`src/rtl/grf_write_arbiter.sv`:
```
// Register-file write-port arbiter: pipeline write-back has priority, late results
// (mul/div) wait in a 2-entry FIFO with starvation-driven stall and ordering checks.
module grf_write_arbiter #(
  parameter int unsigned STARVE_LIMIT = 4
) (
  input  logic        clk,
  input  logic        reset,
  input  logic        wb_i_valid,
  input  logic [4:0]  wb_i_addr,
  input  logic [31:0] wb_i_data,
  input  logic [31:0] wb_i_pc,
  input  logic        md_i_valid,
  output logic        md_o_ready,
  input  logic [4:0]  md_i_addr,
  input  logic [31:0] md_i_data,
  input  logic [31:0] md_i_pc,
  output logic        grf_o_we,
  output logic [4:0]  grf_o_waddr,
  output logic [31:0] grf_o_wdata,
  output logic [31:0] grf_o_pc,
  output logic [31:0] busy_o,
  output logic        stall_o,
  output logic        err_o
);

  localparam logic [3:0] LIMIT = STARVE_LIMIT[3:0];

  logic [4:0]  q_addr [2];
  logic [31:0] q_data [2];
  logic [31:0] q_pc   [2];
  logic [1:0]  count;
  logic [3:0]  starve;

  logic wb_eff, pop, enq, hit, v0, v1, wr_slot;
  logic [1:0] count_after_pop;

  always_comb begin
    v0              = (count != 2'd0);
    v1              = (count == 2'd2);
    wb_eff          = wb_i_valid && (wb_i_addr != 5'd0);
    pop             = !wb_eff && v0;
    md_o_ready      = (count != 2'd2);
    enq             = md_i_valid && md_o_ready && (md_i_addr != 5'd0);
    count_after_pop = count - {1'b0, pop};
    wr_slot         = count_after_pop[0];
    hit             = (v0 && (q_addr[0] == wb_i_addr)) || (v1 && (q_addr[1] == wb_i_addr));
    stall_o         = (starve == LIMIT);
  end

  always_comb begin
    busy_o = '0;
    if (v0) busy_o[q_addr[0]] = 1'b1;
    if (v1) busy_o[q_addr[1]] = 1'b1;
    busy_o[0] = 1'b0;
  end

  always_ff @(posedge clk or negedge reset) begin
    if (!reset) begin
      count       <= '0;
      starve      <= '0;
      grf_o_we    <= 1'b0;
      grf_o_waddr <= '0;
      grf_o_wdata <= '0;
      grf_o_pc    <= '0;
      err_o       <= 1'b0;
      for (int unsigned i = 0; i < 2; i++) begin
        q_addr[i] <= '0;
        q_data[i] <= '0;
        q_pc[i]   <= '0;
      end
    end else begin
      grf_o_we <= wb_eff || pop;
      if (wb_eff) begin
        grf_o_waddr <= wb_i_addr;
        grf_o_wdata <= wb_i_data;
        grf_o_pc    <= wb_i_pc;
      end else if (pop) begin
        grf_o_waddr <= q_addr[0];
        grf_o_wdata <= q_data[0];
        grf_o_pc    <= q_pc[0];
      end
      if (wb_eff && (hit || stall_o)) err_o <= 1'b1;

      // Pop shifts entry 1 into the head; a same-edge enqueue into slot 0 overrides it.
      if (pop) begin
        q_addr[0] <= q_addr[1];
        q_data[0] <= q_data[1];
        q_pc[0]   <= q_pc[1];
      end
      if (enq) begin
        q_addr[wr_slot] <= md_i_addr;
        q_data[wr_slot] <= md_i_data;
        q_pc[wr_slot]   <= md_i_pc;
      end
      count <= count_after_pop + {1'b0, enq};

      if (!v0 || pop)        starve <= '0;
      else if (starve != LIMIT) starve <= starve + 4'd1;
    end
  end

endmodule

```
`config.mk`:
```
export PLATFORM = sky130hd
export DESIGN_NAME = grf_write_arbiter
export DESIGN_NICKNAME = d
export VERILOG_FILES = /design/src/rtl/grf_write_arbiter.sv
export SDC_FILE = /design/constraint.sdc
export NUM_CORES = 1
export LEC_CHECK = 0
export CAP_MARGIN = 10
export CELL_PAD_IN_SITES_DETAIL_PLACEMENT = 1
export CELL_PAD_IN_SITES_GLOBAL_PLACEMENT = 2
export CORE_MARGIN = 4
export CORE_UTILIZATION = 31
export CTS_CLUSTER_DIAMETER = 120
export DETAILED_ROUTE_END_ITERATION = 12
export PLACE_DENSITY_LB_ADDON = 0.1
export SLEW_MARGIN = 30
export SYNTH_ARGS = -nofsm -noshare
export SYNTH_HDL_FRONTEND = slang
export SYNTH_SLANG_ARGS = --single-unit
```
`constraint.sdc`:
```
create_clock -name clk -period 3.01 [get_ports clk]
set_clock_uncertainty 0.2 [all_clocks]
set_input_delay 0.4515 -clock clk [delete_from_list [all_inputs] [get_ports clk]]
set_output_delay 0.4515 -clock clk [all_outputs]
set_load 0.005 [all_outputs]
```
==> run_summary.xml <==
<?xml version="1.0" encoding="UTF-8"?>
<metrics>
  <group name="status">
    <metric name="run_status" unit="">complete, no violations</metric>
  </group>
  <group name="synthesis">
    <metric name="synth.yosys.seq_area_share" unit="">0.527</metric>
    <metric name="synth_top_cells_by_count" unit="">280 x nand2_1, 215 x dfrtp_1, 128 x mux2_2</metric>
    <metric name="postSynthAreaPerCell" unit="µm²">9.85</metric>
    <metric name="postSynthNetCount" unit="">1182</metric>
    <metric name="leading_cell_type_by_number_of_instances_after_synthesis" unit="">nand2_1</metric>
    <metric name="register_bit_total_from_synthesis" unit="">215</metric>
    <metric name="netlist-cell-type-count" unit="">39</metric>
    <metric name="postSynthCellCount" unit="">1037</metric>
    <metric name="synth_enable_flop_cells" unit="">0</metric>
    <metric name="syn_area" unit="µm²">10200</metric>
    <metric name="synth.area.top_cells" unit="">dfrtp_1 53%, mux2_2 14%, nand2_1 10%</metric>
    <metric name="synthesis.yosys.warnings" unit="">0</metric>
    <metric name="ys_dominant_reg_cell" unit="">dfrtp_1</metric>
    <metric name="yosys.area.top_type" unit="">dfrtp_1</metric>
    <metric name="synth_top_cell_area_share" unit="">0.527</metric>
    <metric name="asyncSetResetFlopFracSynth" unit="">1.00</metric>
  </group>
  <group name="cts">
    <metric name="cts_tree" unit="">built</metric>
    <metric name="cts-htree-levels" unit="">1</metric>
    <metric name="clock_insertion_delay_worst_skew" unit="ns">0.51</metric>
    <metric name="cts_max_path_buffers" unit="">3</metric>
    <metric name="clock_sink_count" unit="">215</metric>
    <metric name="ctsRootBufferMaster" unit="">clkbuf_16</metric>
    <metric name="cts_buffers" unit="">27</metric>
    <metric name="worst_setup_hold_path_clk_slew" unit="ns">0.06</metric>
  </group>
  <group name="grt">
    <metric name="antenna_found_initial" unit="">3</metric>
    <metric name="grt_use_total" unit="">0.181</metric>
    <metric name="grt_overflow_total" unit="">0</metric>
    <metric name="grt_pass1_wl" unit="µm">52800</metric>
    <metric name="first_global_vias" unit="">9097</metric>
    <metric name="maximum_number_of_pins_on_one_net_before_global_route_repair" unit="">86</metric>
  </group>
  <group name="setup_path">
    <metric name="critical_path_arrival" unit="ns">2.28</metric>
    <metric name="critical_path_class" unit="">register to output port</metric>
    <metric name="cp.required" unit="ns">2.36</metric>
    <metric name="cp-start-kind" unit="">register</metric>
    <metric name="setup_crit_end_kind" unit="">output port</metric>
    <metric name="critPathMaxFanout" unit="">11</metric>
  </group>
  <group name="power">
    <metric name="total_leakage_power" unit="nW">6.08</metric>
    <metric name="clkPwrFrac" unit="">0.234</metric>
    <metric name="power-per-cell-area" unit="nW/µm²">998</metric>
    <metric name="internal-power" unit="W">0.00941</metric>
    <metric name="net_sw_power" unit="W">0.00503</metric>
    <metric name="vdd_ir_drop_max" unit="mV">0.452</metric>
    <metric name="seqPwrFrac" unit="">0.355</metric>
    <metric name="swShare" unit="">0.348</metric>
    <metric name="share_comb_of_total_power" unit="">0.411</metric>
  </group>
  <group name="route">
    <metric name="count_of_vias_placed_by_the_detailed_router" unit="">8594</metric>
    <metric name="drt-total-wl" unit="µm">33200</metric>
    <metric name="initial_drt_markers" unit="">291</metric>
    <metric name="drt-wirelength-per-cell" unit="µm">19.2</metric>
    <metric name="dr.pass1.iters" unit="">4</metric>
    <metric name="detail_route.drc_violations" unit="">0</metric>
    <metric name="drt.antenna.violating_nets" unit="">0</metric>
    <metric name="via_per_inst" unit="">4.96</metric>
  </group>
  <group name="layout">
    <metric name="finish.utilization" unit="">0.445</metric>
    <metric name="areaGrowthSynthToFinish" unit="%">41.6</metric>
    <metric name="final_layout_size_suffix_gt1_frac" unit="">0.194</metric>
    <metric name="fillCellCount" unit="">3649</metric>
    <metric name="total_number_of_nets_in_the_final_design" unit="">1413</metric>
  </group>
  <group name="min_path">
    <metric name="hold_class" unit="">input port to async pin</metric>
  </group>
  <group name="floorplanning">
    <metric name="floorplan.die.height" unit="µm">190</metric>
    <metric name="initial_utilization" unit="">0.314</metric>
    <metric name="die_w" unit="µm">190</metric>
    <metric name="number_of_top_level_design_ports" unit="">247</metric>
    <metric name="design.core.area" unit="µm²">32500</metric>
    <metric name="die_area" unit="µm²">35900</metric>
    <metric name="num_rows" unit="">66</metric>
  </group>
  <group name="run">
    <metric name="maxCapViolations" unit="">0</metric>
  </group>
  <group name="sta">
    <metric name="slew_violations" unit="">0</metric>
    <metric name="slew-limit-headroom" unit="">0.363</metric>
    <metric name="setup_viol" unit="">0</metric>
    <metric name="worst_slew_pin_slew" unit="ns">0.956</metric>
    <metric name="period_share" unit="">0.974</metric>
    <metric name="rsz0062_at_grt" unit="">yes</metric>
    <metric name="fmax" unit="MHz">341</metric>
    <metric name="fin_crit" unit="ns">2.93</metric>
    <metric name="final_layout_worst_hold_slack" unit="ns">0.274</metric>
    <metric name="hold_viol" unit="">0</metric>
  </group>
  <group name="place">
    <metric name="gpl.final_weighted_congestion" unit="">0.764</metric>
    <metric name="place.port_buffers" unit="">245</metric>
    <metric name="dpl.hpwl" unit="µm">22200</metric>
  </group>
</metrics>
==> metrics by stage <==
stage	total power (W)	setup slack, ns	cells	setup TNS, ns	cell area (µm²)
floorplan	0.00860	0.0529	1037	0	10200
global placement	0.0110	0.0276	1677	0	13400
detailed placement	0.0111	-0.0319	1677	-0.465	13400
CTS	0.0147	0.000467	1727	0	14300
global route	0.0156	-0.00269	1730	-0.00269	14500
finish	0.0144	0.0795	1731	0	14500
==> layout by cell type, fill, tap and decap left out, types with 5 or more instances in the layout <==
| cell type | Yosys | layout |
|---|---|---|
| a31oi_1 | 69 | 69 |
| buf_12 | 0 | 13 |
| buf_4 | 4 | 28 |
| clkbuf_1 | 69 | 7 |
| clkbuf_16 | 0 | 27 |
| clkbuf_8 | 0 | 5 |
| clkdlybuf4s50_1 | 0 | 236 |
| dfrtp_1 | 215 | 209 |
| dfrtp_2 | 0 | 6 |
| dlymetal6s2s_1 | 0 | 8 |
| mux2_1 | 10 | 10 |
| mux2_2 | 128 | 128 |
| nand2_1 | 280 | 279 |
| nand3b_1 | 8 | 8 |
| nor2_1 | 75 | 74 |
| o22ai_1 | 100 | 91 |
| o22ai_2 | 0 | 9 |
| xor2_1 | 8 | 8 |
==> cells by family after synthesis <==
| logic type | synth area share |
|---|---|
| flops | 0.527 |
| other cells | 0.000367 |
| compound gates | 0.115 |
| fa+ha+maj | 0.00367 |
| simple gates | 0.153 |
| buf+inv | 0.0372 |
| mux | 0.154 |
| xor+xnor | 0.0103 |
==> worst paths after layout <==
check / cells after the start / endpoint / slack [ns] / start
min in group clk: 1 / register / 0.31 / register
hold / removal: 2 / grf_o_waddr[2]$_DFFE_PN0P_ / 0.27 / reset
hold reg to reg: 1 / register / 0.31 / register
setup / recovery: 3 / busy_o[7] / 0.08 / q_addr[8]$_DFF_PN0_
setup reg to reg: 7 / q_pc[39]$_DFF_PN0_ / 0.72 / count[0]$_DFF_PN0_
max in group asynchronous: 3 / grf_o_pc[3]$_DFFE_PN0P_ / 1.56 / reset
==> repair_timing <==
action | in CTS | in global routing
hold endpoints to repair | 65 | 0
hold buffers | 1 | 0
buffers inserted | 0 | 3
setup endpoints to repair | 20 | 31
gates resized for setup | 6 | 25
==> final cells by class <==
type,instances,area (µm²),area share
multi-input combinational,731,4600,0.318
tap,442,553,0.0382
antenna,1,2.50,0.000173
sequential,215,5390,0.372
timing repair buffer,289,2980,0.206
clock inverter,10,160,0.0111
inverter,4,15.0,0.00104
clock buffer,39,771,0.0533
==> power groups by stage <==
stage	Combinational, W	Sequential, W	Clock [W]
6_report	0.00594	0.00513	0.00337
5_1_grt	0.00664	0.00533	0.00362
4_1_cts	0.00602	0.00514	0.00349
3_5_place_dp	0.00598	0.00517	0
3_3_place_gp	0.00585	0.00514	0
2_1_floorplan	0.00374	0.00485	0
==> per-layer routing <==
metal  track usage  wire length, µm  vias up
met1         0.240            14900     4305
li1              -                -     4071
met5             0               21        -
met2         0.313            16200      173
met4        0.0303              545        4
met3        0.0356             1630       41
==> worst max-delay path: stages, from the launching register on <==
cell,delay [ns]
dfrtp_2,0.49
or3b_2,0.53
o22ai_1,0.18
clkdlybuf4s50_1,0.54
Note: power is estimated with default switching activity, not from simulation.
